<file path="src/rtl/prefetch_mem_arbiter.sv">
// Arbitrates the I-cache, D-cache and prefetch fill ports onto one cacheline adapter.
// Define PREFETCH_ARB_RR_EN to round-robin between the i and d demand ports (p stays lowest).
module prefetch_mem_arbiter #(
    parameter int ADDR_W = 32,
    parameter int LINE_W = 256
) (
    input  logic              clk,
    input  logic              rst,
    input  logic              i_read,
    input  logic [ADDR_W-1:0] i_addr,
    output logic              i_resp,
    output logic [LINE_W-1:0] i_rdata,
    input  logic              d_read,
    input  logic              d_write,
    input  logic [ADDR_W-1:0] d_addr,
    input  logic [LINE_W-1:0] d_wdata,
    output logic              d_resp,
    output logic [LINE_W-1:0] d_rdata,
    input  logic              p_read,
    input  logic [ADDR_W-1:0] p_addr,
    output logic              p_resp,
    output logic [LINE_W-1:0] p_rdata,
    output logic              pmem_read,
    output logic              pmem_write,
    output logic [ADDR_W-1:0] pmem_addr,
    output logic [LINE_W-1:0] pmem_wdata,
    input  logic              pmem_resp,
    input  logic [LINE_W-1:0] pmem_rdata
);

    typedef enum logic [1:0] {IDLE, GRANT_I, GRANT_D, GRANT_P} state_e;

    state_e state_q, state_d;
    logic   d_req;

    assign d_req = d_read | d_write;

    // Fill data is broadcast; only the owner's resp pulse qualifies it.
    assign i_rdata = pmem_rdata;
    assign d_rdata = pmem_rdata;
    assign p_rdata = pmem_rdata;

`ifdef PREFETCH_ARB_RR_EN
    // Set when d should win the next i/d contest; cleared state lets i win first.
    logic prio_d_q, prio_d_d;
`endif

    always_comb begin
        state_d    = state_q;
        pmem_read  = 1'b0;
        pmem_write = 1'b0;
        pmem_addr  = '0;
        pmem_wdata = '0;
        i_resp     = 1'b0;
        d_resp     = 1'b0;
        p_resp     = 1'b0;
`ifdef PREFETCH_ARB_RR_EN
        prio_d_d   = prio_d_q;
`endif
        case (state_q)
            IDLE: begin
`ifdef PREFETCH_ARB_RR_EN
                if (d_req && (!i_read || prio_d_q)) begin
                    state_d  = GRANT_D;
                    prio_d_d = 1'b0;
                end else if (i_read) begin
                    state_d  = GRANT_I;
                    prio_d_d = 1'b1;
                end else if (p_read) begin
                    state_d  = GRANT_P;
                end
`else
                if (d_req)       state_d = GRANT_D;
                else if (i_read) state_d = GRANT_I;
                else if (p_read) state_d = GRANT_P;
`endif
            end
            GRANT_I: begin
                pmem_read  = i_read;
                pmem_addr  = i_addr;
                pmem_wdata = d_wdata;
                i_resp     = pmem_resp & ~rst;
                if (pmem_resp) state_d = IDLE;
            end
            GRANT_D: begin
                // Read and write together resolve to a write.
                pmem_read  = d_read & ~d_write;
                pmem_write = d_write;
                pmem_addr  = d_addr;
                pmem_wdata = d_wdata;
                d_resp     = pmem_resp & ~rst;
                if (pmem_resp) state_d = IDLE;
            end
            GRANT_P: begin
                pmem_read  = p_read;
                pmem_addr  = p_addr;
                pmem_wdata = d_wdata;
                p_resp     = pmem_resp & ~rst;
                if (pmem_resp) state_d = IDLE;
            end
            default: state_d = IDLE;
        endcase
    end

    always_ff @(posedge clk) begin
        if (rst) begin
            state_q  <= IDLE;
`ifdef PREFETCH_ARB_RR_EN
            prio_d_q <= 1'b0;
`endif
        end else begin
            state_q  <= state_d;
`ifdef PREFETCH_ARB_RR_EN
            prio_d_q <= prio_d_d;
`endif
        end
    end

endmodule

</file>
<file path="config.mk">
export PLATFORM = sky130hd
export DESIGN_NAME = prefetch_mem_arbiter
export DESIGN_NICKNAME = d
export VERILOG_FILES = /design/src/rtl/prefetch_mem_arbiter.sv
export SDC_FILE = /design/constraint.sdc
export NUM_CORES = 1
export LEC_CHECK = 0
export ABC_AREA = 1
export BUFFER_PORTS_ARGS = -buffer_cell sky130_fd_sc_hd__buf_2
export CAP_MARGIN = 5
export CELL_PAD_IN_SITES_DETAIL_PLACEMENT = 1
export CELL_PAD_IN_SITES_GLOBAL_PLACEMENT = 2
export CORE_AREA = 10 10 645 647
export CTS_CLUSTER_DIAMETER = 60
export DETAILED_ROUTE_END_ITERATION = 8
export DIE_AREA = 0 0 655 657
export GPL_ROUTABILITY_DRIVEN = 0
export PLACE_DENSITY_LB_ADDON = 0.3
export RECOVER_POWER = 50
export SLEW_MARGIN = 25
export SYNTH_ARGS = -nofsm -noshare
export SYNTH_HDL_FRONTEND = slang
export SYNTH_SLANG_ARGS = --single-unit
</file>
<file path="constraint.sdc">
create_clock -name clk -period 1.4 [get_ports clk]
set_clock_uncertainty 0.05 [all_clocks]
set_input_delay 0.07 -clock clk [delete_from_list [all_inputs] [get_ports clk]]
set_output_delay 0.07 -clock clk [all_outputs]
set_load 0.01 [all_outputs]
</file>
# Word-level counts from Yosys, hierarchy flattened
# Cells that the tools add are included.
dict set report word_totals {
  register_bits 2
  latchBits 0
  mem_bits_rw 0
  romBits 0
  output_inout_bits 1061
  elab_cells 26
  mem_count 0
}
dict set report op_classes {
  n_addsub 0
  mul 0
  n_div 0
  magnitude_cmp 0
  eq_ne 5
  shifts 0
  muxes 12
  n_bitwise 5
  n_reduce_logical 3
}
# op n
set ops {}
lappend ops {{2-to-1 mux 256 bit} 1}
lappend ops {{one-hot mux 32 bit (3 select lines)} 1}
lappend ops {{2-to-1 mux 2 bit} 4}
lappend ops {{equality test 2 bit (second input constant)} 2}
lappend ops {{2-to-1 mux 1 bit} 4}
lappend ops {{inequality test 4 bit (second input constant)} 1}
lappend ops {{one-hot mux 2 bit (2 select lines)} 1}
lappend ops {{one-hot mux 1 bit (3 select lines)} 1}
lappend ops {{OR reduction 3 bit} 1}
lappend ops {{AND 1 bit} 2}
lappend ops {{equality test 2 x 1 -> 1 bit (second input constant)} 1}
lappend ops {{zero test 2 bit} 1}
lappend ops {{inequality test 2 x 1 -> 1 bit (second input constant)} 1}
lappend ops {{inverter 1 bit} 2}
lappend ops {{AND reduction 2 bit} 1}
lappend ops {{OR 1 bit} 1}

# Depth between registers and ports, before layout
# Gate-level depths: netlist of run 1.
dict set report depth {
  depth_word 4
  ltp_mapped 6
  ltp_nobuf 5
}

# Least setup slack after synthesis of run 1
# OpenSTA, ideal clock, no wires.
dict set report synth_timing {
  kind {register -> output}
  from {register state_q[1]}
  to {output pmem_wdata[100]}
  arrival_time_ps 1003
  path_slack_ps 277
  path_stages_with_launch 6
  cell_sequence {dfxtp_1 -> buf_2 -> nor2_4 -> buf_2 -> buf_4 -> nor2_1}
}
dict set report synth_via {
  elab_chain_len 3
  word_cells_on_any_way 5
  cone_classes {eq/ne (3); mux (1); reduce/logical (1)}
}
# item line
set synth_lines {}
lappend synth_lines {{start: declaration} 33} ;# state_e state_q, state_d;
lappend synth_lines {{start signal: assignment} 112} ;# state_q <= state_d;
lappend synth_lines {{equality test 2 bit / equality test 2 x 1 -> 1 bit (equally long branches)} 60} ;# case (state_q)
lappend synth_lines {{OR reduction 3 bit (no line) *} n/a}
lappend synth_lines {{2-to-1 mux 256 bit *} 60}
lappend synth_lines {{end: declaration} 26} ;# output logic [LINE_W-1:0] pmem_wdata,
# Mark *: on every way between the ends. The rest lies on a longest branch, timed or not.

# Worst setup path in the final report of run 1
dict set report layout_timing {
  from {register state_q[1]}
  to {output pmem_read}
}
dict set report layout_via {
  elab_chain_len 2
  word_cells_on_any_way 4
  cone_classes {eq/ne (3); mux (1)}
}
# item line
set layout_lines {}
lappend layout_lines {{equality test 2 bit / equality test 2 x 1 -> 1 bit (equally long branches)} 60}
lappend layout_lines {{one-hot mux 1 bit (3 select lines) *} 60}
lappend layout_lines {{end: declaration} 23} ;# output logic pmem_read,
# Marks and branches as above.

==> impl_results.md, run 1 <==
* Post-synthesis sequential area ratio at 0.463%
* Met3 usage at around 11%
* CTS tree: built
* Worst reg-to-reg setup slack at -0.21 ns
* Routed Antenna Nets at 0
* Top Registers: state_q: 2 flops
* Clk root buf: clkbuf_16
* Crit start category: flip-flop
* WP data required at between 1 and 1.5 ns
* Die span in x at approximately 660 um
* CP endpoint kind: primary output
* PortBufs at around 650
* CP Buf/Inv Count at 2
* Cell-internal power at 2.85 mW
* Synth-to-Final Area Change at 85.3%
* WHS Path Cells at 2
* Congestion Overflow GR at 0
* Pwr dens at between 400 and 500 mW/mm^2
* Clk network pwr share at 6.6%
* Max VDD drop at roughly 0.3 mV
* Period minus WS final at 1.98 ns
* Core Footprint at roughly 0.4 sq mm
* Post-Syn Instances at roughly 1500
* Slowest-stage cell, CP: o211ai_1
* Post-DP HPWL at about 250 mm
* Failing checks: setup timing
* CP arrival at between 1.5 and 2 ns
* Total power at 6.69 mW
* Fmax at about 0.51 GHz
* Worst-skew pair later-pin latency at about 0.23 ns
* Synth Area per Inst at just under 6 sq um
* Cell row count at 233
* Max cap viols at 0
* WHS Endpoint: state_q[1]$_SDFFE_PP0P_
* H-tree depth at 1
* Pins Over Slew Limit at 0
* Synth cell types at 16
* Via Count at 10069
* Vias in the first global route at around 10000
* Leakage at between 6 and 7 nW
* Die Height at approximately 660 um
* # fillers at ~48000
* Design area at roughly 0.016 sq mm
* Number of remaining DRC errors at 0
* Final Hold Vio Count at 0
* Crit path kind: flip-flop to primary output
* Syn. warnings at 0
* Placed Area at roughly 0.014 sq mm
* Fraction of layout cells with a size suffix above 1 at a little under two thirds
* Final nets at a little over 2000
* Ordered list of cells on the worst path: nand2_4, buf_6, o211ai_1, clkbuf_16
* Commonest non-fill, non-tap cells in the layout: 550 x buf_2, 259 x inv_1, 176 x nor2_1
* HP Class: input pin to flip-flop
* WL/cell at approximately 38 um
* Final worst setup slack at -0.580 ns
* Stages on worst setup path at 4
* RSZ-0062 raised after global routing: true
* Clock sink count at 2
* Largest register by flop count: state_q
* I/O pins at 1676
* Clock buffer depth at 2
* Sequential Power Share at under 10%
* First-pass GRT wire length at around 280 mm
* Worst-path fanout max at 4
* Commonest non-fill, non-tap cell in the layout: buf_2
* Final period util at 141%
* GR Util met2 at between 15 and 20%
* Final setup fails at slightly below 300
* Net Switching at just under 4 mW
* Largest net degree at the start of global routing at 26
* Initial Util at between 2 and 2.5%
* Most used routing layer: met2
* Sw Share at roughly 57%
* Detailed Route Iter0 Violations at 594
* RR Startpoint: state_q[0]$_SDFFE_PP0P_
* GR Util All Layers at roughly 11%
* Routing usage on met1 at around 11%
* Clk slew on worst S/H paths at approximately 0.03 ns
* Max_slew headroom at between 30% and 40%
* Post-Syn Area at 0.00864 sq mm
* Least-Margin Pin Slew at slightly below 1 ns
* R2R cell count at 8
* Final core occ at 3.98%
* Max stage delay on crit path at approximately 0.75 ns
* Initial antenna violation count at 250
* Post-synth net total at 2093
* First-pass DRT Iterations at 4
* Hold_sp: rst
* Worst R2R End: state_q[0]$_SDFFE_PP0P_
* Post-synthesis register bit count at 2
* Via/cell ratio at between 1 and 1.5
* WL final at 259 mm
* Cts bufs inserted at 3
* Die ar. at around 0.43 sq mm
* Status: finished with violations
* Logic pwr share at between 90% and 100%
* Crit-path leading delay family: compound AO/OA/AOI/OAI gates
* Max FFs per register at 2
-- worst max path at each step --
| stage | start | endpoint | slack, ns |
|---|---|---|---|
| floorplan | state_q[1]$_SDFFE_PP0P_ | pmem_wdata[100] | 0.28 |
| global placement | state_q[0]$_SDFFE_PP0P_ | pmem_addr[9] | -0.79 |
| detailed placement | state_q[0]$_SDFFE_PP0P_ | pmem_addr[9] | -0.72 |
| CTS | state_q[1]$_SDFFE_PP0P_ | pmem_read | -0.62 |
| global route | state_q[1]$_SDFFE_PP0P_ | pmem_read | -0.66 |
| finish | state_q[1]$_SDFFE_PP0P_ | pmem_read | -0.58 |
-- layout make-up --
| type | instances | area (sq um) | share of cell area (%) |
|---|---|---|---|
| well taps | 5287 | 6620 | 41.3 |
| repair buffers | 783 | 5910 | 36.9 |
| multi-input cells | 408 | 2270 | 14.2 |
| inverters | 262 | 996 | 6.22 |
| diodes | 34 | 85.1 | 0.531 |
| clock buffers | 3 | 75.1 | 0.469 |
| flip-flops and latches | 2 | 47.5 | 0.297 |
-- per-layer routing --
layer	up-vias	part of all wire, %
li1	3428	-
met1	4219	33
met2	1888	43
met3	490	22
met4	44	2.3
met5	-	0.23
-- cells by family after synthesis --
logic type,share of synthesized area [%]
flops,0.463
compound gates,0.319
simple gates,18.2
buf+inv,81.0
-- metrics by stage --
stage	setup TNS (ns)	hold WS, ns	std cells	setup WS (ns)
6_report	-122.62	0.0612	6779	-0.580
5_1_grt	-143.96	0.0580	6772	-0.658
4_1_cts	-128.77	0.0500	6728	-0.624
3_5_place_dp	-29.13	0.0901	6677	-0.716
3_3_place_gp	-34.22	0.0901	6677	-0.788
2_1_floorplan	0	0.0891	1478	0.277
-- cells in the mapped netlist (all sizes together) --
cell type	instances	share of area [%]
nand2	103	4.5
inv	262	11
o211ai	1	0.087
dfxtp	2	0.46
buf	806	70
nor3	1	0.058
o21ai	2	0.12
nand3	34	2.0
or2	1	0.072
nand3b	1	0.087
nor2	263	12
a21oi	2	0.12
-- what timing repair did --
| action | 4_1_cts | 5_1_grt |
|---|---|---|
| pin swaps | 4 | 4 |
| cloned | 16 | 5 |
| buffers inserted | 32 | 15 |
| endpoints found under the setup margin | 295 | 294 |
| hold buffers | 0 | 0 |
| gates resized for setup | 229 | 166 |
-- power by group through the flow --
stage	Sequential [mW]	Combinational [mW]	Clock, mW
floorplan	0.0649	3.50	0
global placement	0.0707	4.99	0
detailed placement	0.0699	4.99	0
CTS	0.0700	6.05	0.441
global route	0.0715	6.64	0.446
finish	0.0708	6.18	0.440
(Power assumes the default switching activity.)
==> inputs of run 2 (changes only) <==
Settings changed: SETUP_SLACK_MARGIN from default to 0.05.
==> run 2 against run 1 <==
The run still ends with setup timing left. Combinational power up 7.8%. Sequential power about the same. Cell area increased by 5.5%. Maximum frequency about the same. Hold slack worse by 0.0034 ns. Global-route usage about the same. Wire length grew 0.22%. Sequential cell count is the same. First-iteration DRC count decreased by 22%. Sequential share of layout area hardly changed. Critical endpoint unchanged. Largest cell class unchanged.
==> impl_results.md, run 2 (synthesis results as in run 1) <==
* Largest net degree at the start of global routing at 26 (unchanged)
* Worst-path fanout max at 4 (unchanged)
* R2R cell count at 8 (unchanged)
* WP data required at 1.28 ns (about the same)
* Fin cells at 6799 (was 6779)
* Worst R2R End: state_q[0]$_SDFFE_PP0P_ (unchanged)
* Final period util at 141% (about the same)
* Initial antenna violation count at 250 (unchanged)
* Dpl cells at 6677 (unchanged)
* Dpl ws at -0.716 ns (unchanged)
* Top Registers: state_q: 2 flops (unchanged)
* Max FFs per register at 2 (unchanged)
* Commonest non-fill, non-tap cells in the layout: 519 x buf_2, 259 x inv_1, 149 x nor2_1 (was 550 x buf_2, 259 x inv_1, 176 x nor2_1)
* Least-Margin Pin Slew at 0.969 ns (was 0.967 ns)
* Crit path kind: flip-flop to primary output (unchanged)
* Number of remaining DRC errors at 0 (unchanged)
* Worst-case hold slack at 0.0578 ns (was 0.0612 ns)
* Largest register by flop count: state_q (unchanged)
* Congestion Overflow GR at 0 (unchanged)
* HP Class: input pin to flip-flop (unchanged)
* Crit start category: flip-flop (unchanged)
* Post-route met1 wirelength at 86.2 mm (was 85.9 mm)
* Ordered list of cells on the worst path: nand2_4, buf_6, o211ai_1, clkbuf_16 (unchanged)
* PortBufs at 651 (unchanged)
* Fraction of layout cells with a size suffix above 1 at 67.7% (was 63.4%)
* Clock buffer depth at 2 (unchanged)
* WL met2 at 111 mm (was 110 mm)
* Clk root buf: clkbuf_16 (unchanged)
* Max_slew headroom at 35.1% (was 35.2%)
* Cell row count at 233 (unchanged)
* Routed Antenna Nets at 0 (unchanged)
* Commonest non-fill, non-tap cell in the layout: buf_2 (unchanged)
* Period minus WS final at 1.98 ns (about the same)
* Max stage delay on crit path at 0.76 ns (was 0.75 ns)
* Hold_sp: rst (unchanged)
* Clock sink count at 2 (unchanged)
* Cts hold-fix bufs at 0 (unchanged)
* First-pass DRT Iterations at 5 (was 4)
* Status: finished with violations (unchanged)
* First-pass GRT wire length at 284 mm (about the same)
* Max VDD drop at 0.294 mV (about the same)
* Pwr dens at 425 mW/mm^2 (was 418 mW/mm^2)
* RSZ-0062 raised after global routing: true (unchanged)
* Slowest-stage cell, CP: o211ai_1 (unchanged)
* Clk slew on worst S/H paths at 0.03 ns (about the same)
* Wire length on met3 at 56.4 mm (about the same)
* Die Height at 657 um (unchanged)
* CP endpoint kind: primary output (unchanged)
* Synth-to-Final Area Change at 95.4% (was 85.3%)
* Fmax at 0.505 GHz (about the same)
* Final worst setup slack at -0.578 ns (was -0.580 ns)
* Final setup fails at 295 (unchanged)
* CTS tree: built (unchanged)
* Vias in the first global route at 10048 (was 10055)
* WL/cell at 38.2 um (about the same)
* Worst reg-to-reg setup slack at -0.03 ns (was -0.21 ns)
* Max Used Layer: met5 (unchanged)
* Core Footprint at 0.402 sq mm (unchanged)
* RR Startpoint: state_q[0]$_SDFFE_PP0P_ (unchanged)
* Cts bufs inserted at 3 (unchanged)
* WHS Endpoint: state_q[0]$_SDFFE_PP0P_ (was state_q[1]$_SDFFE_PP0P_)
* Die ar. at 0.430 sq mm (unchanged)
* Final nets at 2091 (was 2075)
* WL final at 260 mm (was 259 mm)
* GR Util All Layers at 11.4% (about the same)
* Leakage at 6.87 nW (was 6.54 nW)
* Die span in x at 655 um (unchanged)
* Worst-skew pair later-pin latency at 0.23 ns (about the same)
* Failing checks: setup timing (unchanged)
* Final Hold Vio Count at 0 (unchanged)
* WHS Path Cells at 2 (unchanged)
* Via/cell ratio at 1.50 (was 1.49)
* CP arrival at 1.86 ns (about the same)
* Max cap viols at 0 (unchanged)
* Post-DP HPWL at 250 mm (unchanged)
* I/O pins at 1676 (unchanged)
* H-tree depth at 1 (unchanged)
* Detailed Route Iter0 Violations at 465 (was 594)
* Total power at 7.17 mW (was 6.69 mW)
* Pins Over Slew Limit at 0 (unchanged)
* Via Count at 10232 (was 10069)
* Initial Util at 2.15% (unchanged)
[run 2: how the worst max path moves through the flow]
stage                                  from               to  slack, ns  cells after the start
floorplan           state_q[1]$_SDFFE_PP0P_  pmem_wdata[100]       0.28                      5
global placement    state_q[0]$_SDFFE_PP0P_     pmem_addr[9]      -0.79                      8
detailed placement  state_q[0]$_SDFFE_PP0P_     pmem_addr[9]      -0.72                      8
CTS                 state_q[1]$_SDFFE_PP0P_        pmem_read      -0.62                      4
global route        state_q[1]$_SDFFE_PP0P_        pmem_read      -0.66                      4
finish              state_q[1]$_SDFFE_PP0P_        pmem_read      -0.58                      4
[run 2: report_power, final]
group | internal, mW | switching [mW] | total (mW)
clock network | 0.364 | 0.0753 | 0.440
registers | 0.0615 | 0.00919 | 0.0707
logic | 2.74 | 3.93 | 6.66
total | 3.16 | 4.01 | 7.17
[run 2: through the flow]
step	utilization, %	TNS (ns)	cell area [sq um]
floorplan	-	0	8640
global placement	3.37	-34.22	13600
detailed placement	3.37	-29.13	13600
CTS	3.77	-128.77	15200
global route	4.19	-141.84	16900
finish	4.20	-121.64	16900
[run 2: area by class of cell]
cell class | count | area (sq um)
Timing Repair Buffer | 799 | 6410
Clock buffer | 3 | 75.1
Sequential cell | 2 | 47.5
Antenna cell | 38 | 95.1
Fill cell | 48361 | 385000
Multi-Input combinational cell | 408 | 2650
Inverter | 262 | 996
Tap cell | 5287 | 6620
[run 2: timing repair]
| action | 4_1_cts | 5_1_grt |
|---|---|---|
| cloned | 16 | 10 |
| setup buffers | 32 | 30 |
| endpoints found under the setup margin | 295 | 294 |
| pin swaps | 4 | 15 |
| resized for setup | 229 | 365 |
[run 2: layer usage]
layer | GRT usage (%) | vias up
li1 | - | 3465
met1 | 11.2 | 4305
met2 | 17.7 | 1936
met3 | 11.3 | 486
met4 | 1.52 | 40
met5 | 0.676 | -
[run 2: critical path: cells and delay by family, from the launching register on]
family	cells	cell delay (ns)
and+or+nand+nor	1	0.06
DFF	1	0.38
AOI/OAI and AO/OA	1	0.76
buffers and inverters	2	0.42
==> inputs of run 3 (changes only) <==
Settings changed: BUFFER_PORTS_ARGS -buffer_cell sky130_fd_sc_hd__buf_2 to default, CORE_AREA 10 10 645 647 to 10 10 649 651, DIE_AREA 0 0 655 657 to 0 0 659 661, DONT_BUFFER_PORTS from default to 1.
==> run 3 against run 2 <==
The run still ends with setup timing left. Via count decreased by 22%. Clock power hardly changed. Core utilization down 0.64 points. Register-to-register slack lost 0.03 ns. Largest cell class unchanged. Sequential cell count is the same. Die area up 1.2%. Wire length shrank 0.68%.
==> impl_results.md, run 3 (synthesis results as in run 1) <==
* Clock buffer depth at 2 (unchanged)
* Die ar. at 0.436 sq mm (was 0.430 sq mm)
* Clock sink count at 2 (unchanged)
* Initial antenna violation count at 176 (was 250)
* Number of remaining DRC errors at 0 (unchanged)
* Commonest non-fill, non-tap cell in the layout: inv_1 (was buf_2)
* Max cap viols at 0 (unchanged)
* I/O pins at 1676 (unchanged)
* Least-Margin Pin Slew at 0.635 ns (was 0.969 ns)
* First-pass DRT Iterations at 4 (was 5)
* CP arrival at 1.61 ns (was 1.86 ns)
* Crit start category: flip-flop (unchanged)
* Fraction of layout cells with a size suffix above 1 at 41.6% (was 67.7%)
* Clk root buf: clkbuf_16 (unchanged)
* Final worst setup slack at -0.325 ns (was -0.578 ns)
* Total power at 6.54 mW (was 7.17 mW)
* Via Count at 7930 (was 10232)
* Congestion Overflow GR at 0 (unchanged)
* Cts bufs inserted at 3 (unchanged)
* Top Registers: state_q: 2 flops (unchanged)
* WL final at 258 mm (was 260 mm)
* Final nets at 1557 (was 2091)
* PortBufs at 0 (was 651)
* Ordered list of cells on the worst path: nor2_4, buf_12, buf_16, nor2_1 (was nand2_4, buf_6, o211ai_1, clkbuf_16)
* Final core occ at 3.56% (was 4.20%)
* Final setup fails at 292 (was 295)
* Register area at 45.0 sq um (was 47.5 sq um)
* Die Height at 661 um (was 657 um)
* Synth-to-Final Area Change at 68.2% (was 95.4%)
* Leakage at 4.57 nW (was 6.87 nW)
* HP Class: input pin to flip-flop (unchanged)
* Routed Antenna Nets at 0 (unchanged)
* Largest net degree at the start of global routing at 38 (was 26)
* Core Footprint at 0.408 sq mm (was 0.402 sq mm)
* CP Buf/Inv Count at 2 (unchanged)
* Max_slew headroom at 57.5% (was 35.1%)
* Area of the multi-input gates at 0.00214 sq mm (was 0.00265 sq mm)
* Pins Over Slew Limit at 0 (unchanged)
* Period minus WS final at 1.73 ns (was 1.98 ns)
* Largest register by flop count: state_q (unchanged)
* GR Util All Layers at 11.2% (was 11.4%)
* Vias in the first global route at 7833 (was 10048)
* Fmax at 0.580 GHz (was 0.505 GHz)
* Commonest non-fill, non-tap cells in the layout: 259 x inv_1, 188 x nor2_1, 161 x buf_12 (was 519 x buf_2, 259 x inv_1, 149 x nor2_1)
* Pwr dens at 450 mW/mm^2 (was 425 mW/mm^2)
* Slowest-stage cell, CP: nor2_1 (was o211ai_1)
* Crit path kind: flip-flop to primary output (unchanged)
* Via/cell ratio at 1.24 (was 1.50)
* Max stage delay on crit path at 0.53 ns (was 0.76 ns)
* CP endpoint kind: primary output (unchanged)
* Post-DP HPWL at 248 mm (was 250 mm)
* Worst-path fanout max at 30 (was 4)
* Initial Util at 2.12% (was 2.15%)
* Cell row count at 235 (was 233)
* Max VDD drop at 0.266 mV (was 0.294 mV)
* Status: finished with violations (unchanged)
* RSZ-0062 raised after global routing: true (unchanged)
* WL/cell at 40.3 um (was 38.2 um)
* # fillers at 49104 (was 48361)
* WP data required at 1.28 ns (about the same)
* Failing checks: setup timing (unchanged)
* Crit-path leading delay family: simple AND/OR/NAND/NOR gates (was compound AO/OA/AOI/OAI gates)
* First-pass GRT wire length at 277 mm (was 284 mm)
* Worst-skew pair later-pin latency at 0.23 ns (about the same)
* Max FFs per register at 2 (unchanged)
* Die span in x at 659 um (was 655 um)
* Dpl cells at 6363 (was 6677)
* Final Hold Vio Count at 0 (unchanged)
* Detailed Route Iter0 Violations at 431 (was 465)
* H-tree depth at 1 (unchanged)
* Fin cells at 6407 (was 6799)
* CTS tree: built (unchanged)
* Final period util at 123% (was 141%)
* Clk slew on worst S/H paths at 0.03 ns (about the same)
run 3: cell count changes in the layout (fill, tap and decap cells not counted), sizes merged:
cell / previous run / this run
buf: 789 / 258
diode: 38 / 16
clkbuf: 13 / 7
bufbuf: 0 / 2
dlygate4sd3: 0 / 1
run 3: repair_timing:
item                       CTS  global route
setup endpoints to repair  293           295
gates cloned                 6             5
gates resized for setup    129            66
hold buffers                 1             0
buffers inserted             7             7
pin swaps                    8             8
hold endpoints to repair     2             0
run 3: layer usage:
metal	GRT usage (%)	part of all wire, %
met5	1.39	0.37
met4	1.67	2.4
met3	15.2	29
met2	17.5	43
met1	8.21	25
run 3: per-stage QoR:
step                      TNS, ns  cell area (sq um)  hold slack, ns  setup WS [ns]
after global placement     -17.79              13300          0.0902         -0.298
final                      -63.23              14500          0.0565         -0.325
after CTS                  -73.01              14100          0.0444         -0.335
after detailed placement   -23.06              13300          0.0902         -0.316
after floorplan                 0               8640          0.0891          0.277
after global routing       -82.31              14500          0.0546         -0.363
run 3: area by class of cell:
class | instances | area share [%]
Tap cell | 5451 | 46.9
Timing Repair Buffer | 265 | 30.4
Multi-Input combinational cell | 408 | 14.7
Inverter | 262 | 6.86
Clock buffer | 3 | 0.517
Sequential cell | 2 | 0.310
Antenna cell | 16 | 0.276
run 3: path summary, 6_finish.rpt:
path / from / end / slack (ns) / depth (start not counted)
setup reg to reg: state_q[1]$_SDFFE_PP0P_ / state_q[1]$_SDFFE_PP0P_ / -0.06 / 8
hold / removal: d_read / state_q[0]$_SDFFE_PP0P_ / 0.06 / 3
hold reg to reg: state_q[0]$_SDFFE_PP0P_ / state_q[0]$_SDFFE_PP0P_ / 0.60 / 3
setup / recovery: state_q[1]$_SDFFE_PP0P_ / pmem_wdata[192] / -0.33 / 4
run 3: power by group:
group / leakage, nW / total, mW / switching (mW) / internal, mW
registers: 0.0175 / 0.0715 / 0.00871 / 0.0628
logic: 4.52 / 6.03 / 3.75 / 2.28
clock network: 0.0371 / 0.437 / 0.0734 / 0.364
total: 4.57 / 6.54 / 3.83 / 2.71
run 3: worst min-delay path: cells and delay by family:
family,cells,cell delay (ns)
compound gates,1,0.06
simple gates,2,0.14
